<file path="config.mk">
export PLATFORM = sky130hd
export DESIGN_NAME = multicycle_ctrl
export DESIGN_NICKNAME = d
export VERILOG_FILES = /design/src/rtl/multicycle_ctrl.sv
export SDC_FILE = /design/constraint.sdc
export NUM_CORES = 1
export LEC_CHECK = 0
export ABC_AREA = 1
export BUFFER_PORTS_ARGS = -buffer_cell sky130_fd_sc_hd__buf_2
export CORE_ASPECT_RATIO = 1.75
export CORE_MARGIN = 2
export CORE_UTILIZATION = 35
export DETAILED_ROUTE_END_ITERATION = 6
export GPL_TIMING_DRIVEN = 0
export PLACE_DENSITY = 0.7
export SYNTH_ARGS = -nofsm -noshare
export SYNTH_HDL_FRONTEND = slang
export SYNTH_SLANG_ARGS = --single-unit
</file>
<file path="constraint.sdc">
create_clock -name clk -period 3.3 [get_ports clk]
set_clock_uncertainty 0.05 [all_clocks]
set_input_delay 0.825 -clock clk [delete_from_list [all_inputs] [get_ports clk]]
set_output_delay 0.825 -clock clk [all_outputs]
set_load 0.01 [all_outputs]
</file>
<file path="src/rtl/multicycle_ctrl.sv">
// Main control FSM of the multi-cycle RV32I core: sequences fetch, decode,
// execute, memory and write-back and drives the datapath strobes.
module multicycle_ctrl (
  input  logic        clk,
  input  logic        reset,
  input  logic [31:0] inst_code,
  input  logic        imem_ready,
  input  logic        dmem_ready,
  input  logic        branch_taken,
  output logic        imem_req,
  output logic        ir_load,
  output logic        pc_write,
  output logic        pc_src,
  output logic        alu_src_imm,
  output logic [1:0]  alu_op,
  output logic        dmem_req,
  output logic        dmem_we,
  output logic        reg_write,
  output logic [1:0]  wb_sel,
  output logic        illegal,
  output logic [2:0]  state,
  output logic [31:0] instr_count
);

  typedef enum logic [2:0] {
    S_FETCH  = 3'd0,
    S_DECODE = 3'd1,
    S_EXEC   = 3'd2,
    S_MEM    = 3'd3,
    S_WB     = 3'd4,
    S_TRAP   = 3'd5
  } state_t;

  localparam logic [6:0] OP_R      = 7'b0110011;
  localparam logic [6:0] OP_I      = 7'b0010011;
  localparam logic [6:0] OP_LOAD   = 7'b0000011;
  localparam logic [6:0] OP_STORE  = 7'b0100011;
  localparam logic [6:0] OP_BRANCH = 7'b1100011;
  localparam logic [6:0] OP_JAL    = 7'b1101111;

  state_t      r_state;
  state_t      w_next;
  logic [6:0]  r_opcode;
  logic [31:0] r_instr_count;
  logic        r_illegal;
  logic        w_legal;
  logic        w_unused_inst;

  logic       w_imem_req, w_ir_load, w_pc_write, w_pc_src, w_alu_src_imm;
  logic       w_dmem_req, w_dmem_we, w_reg_write;
  logic [1:0] w_alu_op, w_wb_sel;

  assign w_unused_inst = ^inst_code[31:7];
  assign w_legal = inst_code[6:0] inside {OP_R, OP_I, OP_LOAD, OP_STORE, OP_BRANCH, OP_JAL};

  always_ff @(posedge clk) begin
    if (reset) begin
      r_state       <= S_FETCH;
      r_opcode      <= '0;
      r_instr_count <= '0;
      r_illegal     <= 1'b0;
    end else begin
      r_state <= w_next;
      if (r_state == S_DECODE) begin
        r_opcode <= inst_code[6:0];
        if (!w_legal) r_illegal <= 1'b1;
      end
      if (w_pc_write) r_instr_count <= r_instr_count + 32'd1;
    end
  end

  always_comb begin
    w_next = r_state;
    case (r_state)
      S_FETCH:  if (imem_ready) w_next = S_DECODE;
      S_DECODE: w_next = w_legal ? S_EXEC : S_TRAP;
      S_EXEC: begin
        case (r_opcode)
          OP_R, OP_I, OP_JAL:  w_next = S_WB;
          OP_LOAD, OP_STORE:   w_next = S_MEM;
          OP_BRANCH:           w_next = S_FETCH;
          default:             w_next = S_TRAP;
        endcase
      end
      S_MEM:  if (dmem_ready) w_next = (r_opcode == OP_LOAD) ? S_WB : S_FETCH;
      S_WB:   w_next = S_FETCH;
      S_TRAP: w_next = S_TRAP;
      default: w_next = S_FETCH;
    endcase
  end

  always_comb begin
    w_imem_req    = 1'b0;
    w_ir_load     = 1'b0;
    w_pc_write    = 1'b0;
    w_pc_src      = 1'b0;
    w_alu_src_imm = 1'b0;
    w_alu_op      = 2'b00;
    w_dmem_req    = 1'b0;
    w_dmem_we     = 1'b0;
    w_reg_write   = 1'b0;
    w_wb_sel      = 2'b00;
    case (r_state)
      S_FETCH: begin
        w_imem_req = 1'b1;
        w_ir_load  = imem_ready;
      end
      S_EXEC: begin
        case (r_opcode)
          OP_R: w_alu_op = 2'b10;
          OP_I: begin
            w_alu_op      = 2'b10;
            w_alu_src_imm = 1'b1;
          end
          OP_LOAD, OP_STORE: w_alu_src_imm = 1'b1;
          OP_BRANCH: begin
            w_alu_op   = 2'b01;
            w_pc_write = 1'b1;
            w_pc_src   = branch_taken;
          end
          default: ;
        endcase
      end
      S_MEM: begin
        w_dmem_req = 1'b1;
        w_dmem_we  = (r_opcode == OP_STORE);
        w_pc_write = (r_opcode == OP_STORE) && dmem_ready;
      end
      S_WB: begin
        w_reg_write = 1'b1;
        w_pc_write  = 1'b1;
        w_pc_src    = (r_opcode == OP_JAL);
        w_wb_sel    = (r_opcode == OP_JAL)  ? 2'b10 :
                      (r_opcode == OP_LOAD) ? 2'b01 : 2'b00;
      end
      default: ;
    endcase
  end

  // Reset masks every output so nothing (not even FETCH's imem_req) leaks while held.
  assign imem_req    = w_imem_req    & ~reset;
  assign ir_load     = w_ir_load     & ~reset;
  assign pc_write    = w_pc_write    & ~reset;
  assign pc_src      = w_pc_src      & ~reset;
  assign alu_src_imm = w_alu_src_imm & ~reset;
  assign alu_op      = reset ? 2'b00 : w_alu_op;
  assign dmem_req    = w_dmem_req    & ~reset;
  assign dmem_we     = w_dmem_we     & ~reset;
  assign reg_write   = w_reg_write   & ~reset;
  assign wb_sel      = reset ? 2'b00 : w_wb_sel;
  assign illegal     = r_illegal     & ~reset;
  assign state       = reset ? 3'd0 : r_state;
  assign instr_count = reset ? '0 : r_instr_count;

endmodule

</file>
==> impl_metrics.ini, run 1 <==
[run_status]
status = finished, final reports clean

[global_routing]
grt_usage_pct = 19.6
grt_pass1_wl_um = 13900
grt_max_degree = 13
grt_pass1_vias = 3182
grt_antenna_before_repair = 0
overflow = 0

[sta]
finalHoldViolCount = 0
fin_crit_sh_pct = 91.5
whs_ps = 414
final-setup-viol-count = 0
max_slew_margin_pct = 58.9
setup_tns_ps = 0
fmax_mhz = 331
fin_crit_ps = 3020
slew_viol_final = 0
tightest_slew_ps = 616
rsz0062_at_grt = no

[clocking]
clk_pin_slew_worst_paths_ps = 60
cts_buffers = 5
ctsResizeCount = 0
cts-root-buf = clkbuf_16
clk_latency_ps = 300
postCtsSetupRepairBufs = 0
htree_levels = 2
cts.sinks = 43
cts_tree = done
ctsHoldBuffers = 0
cts.path.max_buffers = 2

[route]
route.detailed.drc = 0
drt_iter0_drc = 207
vias = 3341
dr.pass1.iters = 5
wl_per_cell_um = 13.1
wirelength_um = 8790
vias_per_cell = 4.99
drtAntennaViolNets = 0

[cells_and_area]
drive_gt1_share_pct = 16.3
instances_no_fill = 669
final_nets = 614
insertedDiodeCount = 0
area.growth.synth_to_final_pct = 18.8

[floorplan]
boundaryPins = 85
dieArea_um2 = 9110
die_w_um = 73.0
start_util_pct = 35.6
rows = 44
core_um2 = 8200
die_y_um = 125

[synth]
synth_edf_count = 0
postSynthCellCount = 510
synth-seq-cells = 43
synth_common_cells = nand2_1, nor2_1, inv_1
syn_area_per_cell_um2 = 5.72
yosysSeqAreaShare_pct = 29.5
synth_top_cell_area_share_pct = 29.5
netlist_area_um2 = 2920
yosysUniqueCellTypes = 31
synth_fp_nets = 548
yosysMostFrequentCell = nand2_1
synth-async-reset-ratio_pct = 0
synth_warnings = 0
synth_top_cell_by_area = dfxtp_1
ys.flop_type = dfxtp_1
synth.area.top_cells = dfxtp_1, nand2_1, nor2_1

[pwr]
p_leak_nw = 1.50
finalPower_mw = 1.21
ir_drop_mv = 0.271
powerDensity_nw_per_um2 = 348

[setup_path]
critPathArrivalTime_ps = 2150
reg2regPathDepth = 10
crit_type = input port to primary output
required_ps = 2420
end_kind = primary output
worstPathMaxFanout = 10
start_kind = input port

[hold_path]
hp-class = register to register
whs_path_depth = 2

[run]
cap_violations = 0

[placement]
dp_hpwl_um = 6870
gp_routability_congestion = 0.966
portBuffers = 59
dp_cells = 661
-- metrics by stage --
stage	worst slack, ps	util (%)	instance area, um^2
floorplan	855	-	2920
global placement	279	40.6	3330
detailed placement	237	40.6	3330
CTS	233	42.3	3470
global route	116	42.3	3470
finish	280	42.3	3470
-- registers in the layout (all words and copies together), names as in the netlist --
name,flops
r_illegal,1
r_instr_count,32
r_opcode,7
r_state,3
-- critical path, stage by stage --
cell      delay, ps
buf_2           100
clkbuf_1        420
buf_1           500
nor2_1          120
buf_2           160
-- worst paths after layout --
path                                 startpoint                             end  slack, ps
setup / recovery                          reset                 instr_count[31]        280
hold / removal           r_illegal$_SDFFE_PP0P_          r_illegal$_SDFFE_PP0P_        410
setup reg to reg  r_instr_count[0]$_SDFFE_PP0P_  r_instr_count[22]$_SDFFE_PP0P_       1510
hold reg to reg          r_illegal$_SDFFE_PP0P_          r_illegal$_SDFFE_PP0P_        410
-- per-layer routing --
metal	track usage, %	vias to the layer above	routed length [um]
li1	-	1705	-
met1	19.1	1478	3310
met2	36.0	129	4670
met3	3.48	29	410
met4	12.2	0	403
met5	0	-	0
-- cell families (layout without fill, tap and decap cells) --
logic type	after synthesis	in the layout	share of synthesized area (%)
AO/OA/AOI/OAI	50	50	8.70
adder cells (fa/ha/maj)	1	1	0.429
buffers and inverters	79	146	11.7
flip-flops	43	43	29.5
AND/OR/NAND/NOR	330	330	47.6
XOR/XNOR	7	7	2.10
-- final cells by class --
type	count	area [um^2]
Buffer	15	100
Clock buffer	7	133
Clock inverter	1	5.00
Fill cell	889	4740
Inverter	64	240
Multi-Input combinational cell	388	1720
Sequential cell	43	861
Tap cell	92	115
Timing Repair Buffer	59	295
-- report_power, final --
part	switching, mW	leakage, nW	internal [mW]
Combinational	0.103	1.08	0.0502
Sequential	0.0198	0.348	0.539
Clock	0.214	0.0679	0.280
Total	0.336	1.50	0.870
-- placed cells by master (no fill, tap or decap), types with 4 or more instances in the layout --
cell / count
clkbuf_1: 7
o21ai_0: 15
buf_2: 60
xor2_1: 7
nor2_2: 7
dfxtp_1: 43
nor3_1: 4
nand4_1: 6
nand2_1: 148
a21oi_1: 30
nand3_1: 25
nor2_1: 123
inv_1: 62
clkbuf_16: 5
nand2_2: 5
Note: power is estimated with default switching activity, not from simulation.
==> inputs of run 2 (changes only) <==
--- a/config.mk
+++ b/config.mk
@@ -12,6 +12,7 @@
 export CORE_UTILIZATION = 35
 export DETAILED_ROUTE_END_ITERATION = 6
 export GPL_TIMING_DRIVEN = 0
+export MAX_ROUTING_LAYER = met4
 export PLACE_DENSITY = 0.7
 export SYNTH_ARGS = -nofsm -noshare
 export SYNTH_HDL_FRONTEND = slang
==> run 2 against run 1 <==
  * Final area fell by 0.25%
  * Register-to-register slack got worse by 20 ps
  * Combinational power barely moved
  * First-iteration DRC count rose by 6.8%
  * Die area did not move
  * Worst hold slack got worse by 1.9 ps
==> impl_metrics.ini, run 2 (synthesis results as in run 1) <==
[run_status]
status = finished, final reports clean

[cells_and_area]
regMostFlops = r_instr_count
stdcell_area_um2 = 3460
largest_register_ffs = 32
multiInputGateArea_um2 = 1720
area.sequential_um2 = 861
drive_gt1_share_pct = 16.2
final_nets = 614
area.growth.synth_to_final_pct = 18.5
reg.largest.list = r_instr_count x32, r_opcode x7, r_state x3
utilization_pct = 42.1
insertedDiodeCount = 0
n_fill_cell = 892
layout_common_cells = nand2_1, nor2_1, inv_1, buf_2, dfxtp_1
layout_commonest_cell = nand2_1

[clocking]
postCtsSetupRepairBufs = 0
cts_tree = done
cts_buffers = 5
ctsResizeCount = 0
clk_latency_ps = 290
cts.path.max_buffers = 2
ctsHoldBuffers = 0
cts-root-buf = clkbuf_16
clk_pin_slew_worst_paths_ps = 60
cts.sinks = 43
htree_levels = 2

[sta]
tightest_slew_ps = 622
fin_crit_sh_pct = 93.2
rsz0062_at_grt = no
max_slew_margin_pct = 58.5
fin_crit_ps = 3080
fmax_mhz = 325
finalHoldViolCount = 0
slew_viol_final = 0
final-setup-viol-count = 0
setup_tns_ps = 0

[placement]
dp_hpwl_um = 6950
dpl-instance-area_um2 = 3330
gp_routability_congestion = 0.978
portBuffers = 59

[run]
cap_violations = 0

[route]
drt_iter0_drc = 221
wirelength_um = 9000
wl_per_cell_um = 13.5
route.detailed.drc = 0
vias_per_cell = 4.98
drtAntennaViolNets = 0
vias = 3320
dr.pass1.iters = 4

[setup_path]
end_kind = primary output
critPathArrivalTime_ps = 2200
worstPathMaxFanout = 10
crit_slowest_cell = buf_1
required_ps = 2420
start_kind = input port
cpMostUsedCell = buf_2
slowest_delay_ps = 530
crit_chain = buf_2 -> clkbuf_1 -> buf_1 -> nor2_1 -> buf_2
crit_type = input port to primary output

[global_routing]
grt_max_degree = 12
grt_pass1_vias = 3254
grt_antenna_before_repair = 0
met1_usage_pct = 20.6
top_usage_layer = met2
overflow = 0
met2_usage_pct = 37.8
globalRouteMet3Util_pct = 2.83
grt_pass1_wl_um = 14500
grt_usage_pct = 20.8

[floorplan]
core_um2 = 8200
die_y_um = 125
rows = 44
die_w_um = 73.0
start_util_pct = 35.6
boundaryPins = 85
dieArea_um2 = 9110

[pwr]
p_leak_nw = 1.50
clockPowerShare_pct = 39.5
p_int_mw = 0.862
ir_drop_mv = 0.323
p_comb_share_pct = 13.2
switching_share_pct = 27.0
p_sw_mw = 0.319
power_frac_seq_pct = 47.3
powerDensity_nw_per_um2 = 342

[hold_path]
hp-class = register to register
==> run 2: cell types whose count changed in the layout (fill, tap and decap cells not counted) <==
cell	delta
clkinv_2	-1
clkbuf_1	-1
==> run 2: metrics by stage <==
stage          hold WS (ps)  std cells  setup slack (ps)  total power [mW]
2_1_floorplan           386        510               855             0.671
6_report                412        667               224              1.18
3_5_place_dp            407        661               230             0.725
4_1_cts                 416        667               226              1.20
5_1_grt                 439        667              78.7              1.23
3_3_place_gp            398        661               280             0.720
==> run 2: routing by layer <==
layer	vias to the layer above	wire length [um]
met4	0	353
met1	1505	3360
met3	21	399
met5	-	0
li1	1697	-
met2	97	4890
==> run 2: power groups by stage <==
stage                     combinational, mW  sequential [mW]  clock, mW
after floorplan                       0.106            0.565          0
after global placement                0.151            0.569          0
after detailed placement              0.155            0.570          0
after CTS                             0.156            0.559      0.482
after global routing                  0.174            0.560      0.494
final                                 0.155            0.559      0.467
==> run 2: final cells by class <==
class	instances	share of cell area, %
Inverter	64	6.95
Sequential cell	43	24.9
Timing Repair Buffer	59	8.54
Buffer	15	2.90
Multi-Input combinational cell	388	49.7
Clock buffer	6	3.73
Tap cell	92	3.33
==> run 2: worst max-delay path: cells and delay by family <==
family                 cells  cell delay, ps
buffers and inverters      4            1250
AND/OR/NAND/NOR            1             120
==> run 2: worst paths after layout <==
kind	from	end	slack [ps]	cells past startpoint
setup / recovery	reset	instr_count[31]	220	5
setup reg to reg	r_instr_count[0]$_SDFFE_PP0P_	r_instr_count[22]$_SDFFE_PP0P_	1490	10
hold reg to reg	r_illegal$_SDFFE_PP0P_	r_illegal$_SDFFE_PP0P_	410	2
hold / removal	r_illegal$_SDFFE_PP0P_	r_illegal$_SDFFE_PP0P_	410	2
==> inputs of run 3 (changes only) <==
--- a/config.mk
+++ b/config.mk
@@ -14,6 +14,8 @@
 export GPL_TIMING_DRIVEN = 0
 export MAX_ROUTING_LAYER = met4
 export PLACE_DENSITY = 0.7
+export RECOVER_POWER = 100
+export SLEW_MARGIN = 20
 export SYNTH_ARGS = -nofsm -noshare
 export SYNTH_HDL_FRONTEND = slang
 export SYNTH_SLANG_ARGS = --single-unit
==> run 3 against run 2 <==
  * Sequential share of layout area increased by 0.84 points
  * Fmax grew 1.0%
  * Die area did not move
  * Worst hold slack is essentially flat
  * Core utilization is 1.4 points lower
  * Register-to-register slack got worse by 270 ps
  * Largest power group unchanged
==> impl_metrics.ini, run 3 (synthesis results as in run 1) <==
[sta]
slew_viol_final = 0
whs_ps = 412
max_slew_margin_pct = 58.0
fmax_mhz = 328
finalHoldViolCount = 0
tightest_slew_ps = 629
final-setup-viol-count = 0
setup_tns_ps = 0
fin_crit_sh_pct = 92.3
fin_crit_ps = 3040
rsz0062_at_grt = no

[clocking]
cts-root-buf = clkbuf_16
ctsHoldBuffers = 0
cts.sinks = 43
cts_buffers = 5
cts_tree = done
cts.path.max_buffers = 2
ctsResizeCount = 0
postCtsSetupRepairBufs = 0
clk_pin_slew_worst_paths_ps = 60
htree_levels = 2
clk_latency_ps = 290

[setup_path]
end_kind = primary output
crit_type = input port to primary output
critPathArrivalTime_ps = 2170
worstPathMaxFanout = 10
required_ps = 2420
start_kind = input port

[global_routing]
grt_pass1_vias = 3254
grt_antenna_before_repair = 0
grt_pass1_wl_um = 14500
overflow = 0
grt_usage_pct = 20.8
grt_max_degree = 12

[pwr]
ir_drop_mv = 0.324
p_leak_nw = 1.27
powerDensity_nw_per_um2 = 352
finalPower_mw = 1.18

[cells_and_area]
reg.largest.list = r_instr_count x32, r_opcode x7, r_state x3
largest_register_ffs = 32
stdcell_area_um2 = 3340
final_nets = 614
layout_commonest_cell = nand2_1
regMostFlops = r_instr_count
area.growth.synth_to_final_pct = 14.6
insertedDiodeCount = 0
layout_common_cells = nand2_1, nor2_1, inv_1, clkbuf_1, dfxtp_1
drive_gt1_share_pct = 6.09

[placement]
portBuffers = 59
dp_hpwl_um = 6950
dpl-instance-area_um2 = 3330
gp_routability_congestion = 0.978

[route]
vias_per_cell = 5.01
vias = 3343
wl_per_cell_um = 13.6
drt_iter0_drc = 228
dr.pass1.iters = 5
drtAntennaViolNets = 0
route.detailed.drc = 0
wirelength_um = 9040

[floorplan]
die_y_um = 125
core_um2 = 8200
boundaryPins = 85
rows = 44
start_util_pct = 35.6
dieArea_um2 = 9110
die_w_um = 73.0

[run_status]
status = finished, final reports clean

[run]
cap_violations = 0

[hold_path]
hp-class = register to register
-- run 3: layout make-up --
type	count	area [um^2]
Buffer	15	78.8
Clock buffer	6	129
Fill cell	922	4860
Inverter	64	240
Multi-Input combinational cell	388	1680
Sequential cell	43	861
Tap cell	92	115
Timing Repair Buffer	59	236
-- run 3: path summary, 6_finish.rpt --
kind,from,endpoint,depth (start not counted),slack [ps]
max reg2reg,r_instr_count[0]$_SDFFE_PP0P_,r_instr_count[22]$_SDFFE_PP0P_,10,1220
min,r_illegal$_SDFFE_PP0P_,r_illegal$_SDFFE_PP0P_,2,410
max,reset,instr_count[31],5,260
min reg2reg,r_illegal$_SDFFE_PP0P_,r_illegal$_SDFFE_PP0P_,2,410
-- run 3: where the power goes --
| group | total [mW] | internal [mW] | switching [mW] |
|---|---|---|---|
| sequential | 0.559 | 0.539 | 0.0194 |
| combinational | 0.148 | 0.0434 | 0.104 |
| clock | 0.471 | 0.272 | 0.199 |
| total | 1.18 | 0.855 | 0.323 |
-- run 3: routing by layer --
layer | vias to the layer above | routed length (um) | global-route usage (%)
li1 | 1695 | - | -
met1 | 1506 | 3330 | 20.6
met2 | 117 | 4870 | 37.8
met3 | 25 | 441 | 2.83
met4 | 0 | 403 | 10.9
met5 | - | 0 | -
-- run 3: stage by stage --
step | std cells | utilization [%] | worst slack (ps)
3_5_place_dp | 661 | 40.6 | 230
6_report | 667 | 40.8 | 256
4_1_cts | 667 | 42.1 | 226
5_1_grt | 667 | 40.8 | 93.7
2_1_floorplan | 510 | - | 855
3_3_place_gp | 661 | 40.6 | 280
-- run 3: worst max-delay path, stage by stage --
cell      delay [ps]
buf_2            100
clkbuf_1         450
clkbuf_1         510
nor2_1           130
clkbuf_1         150
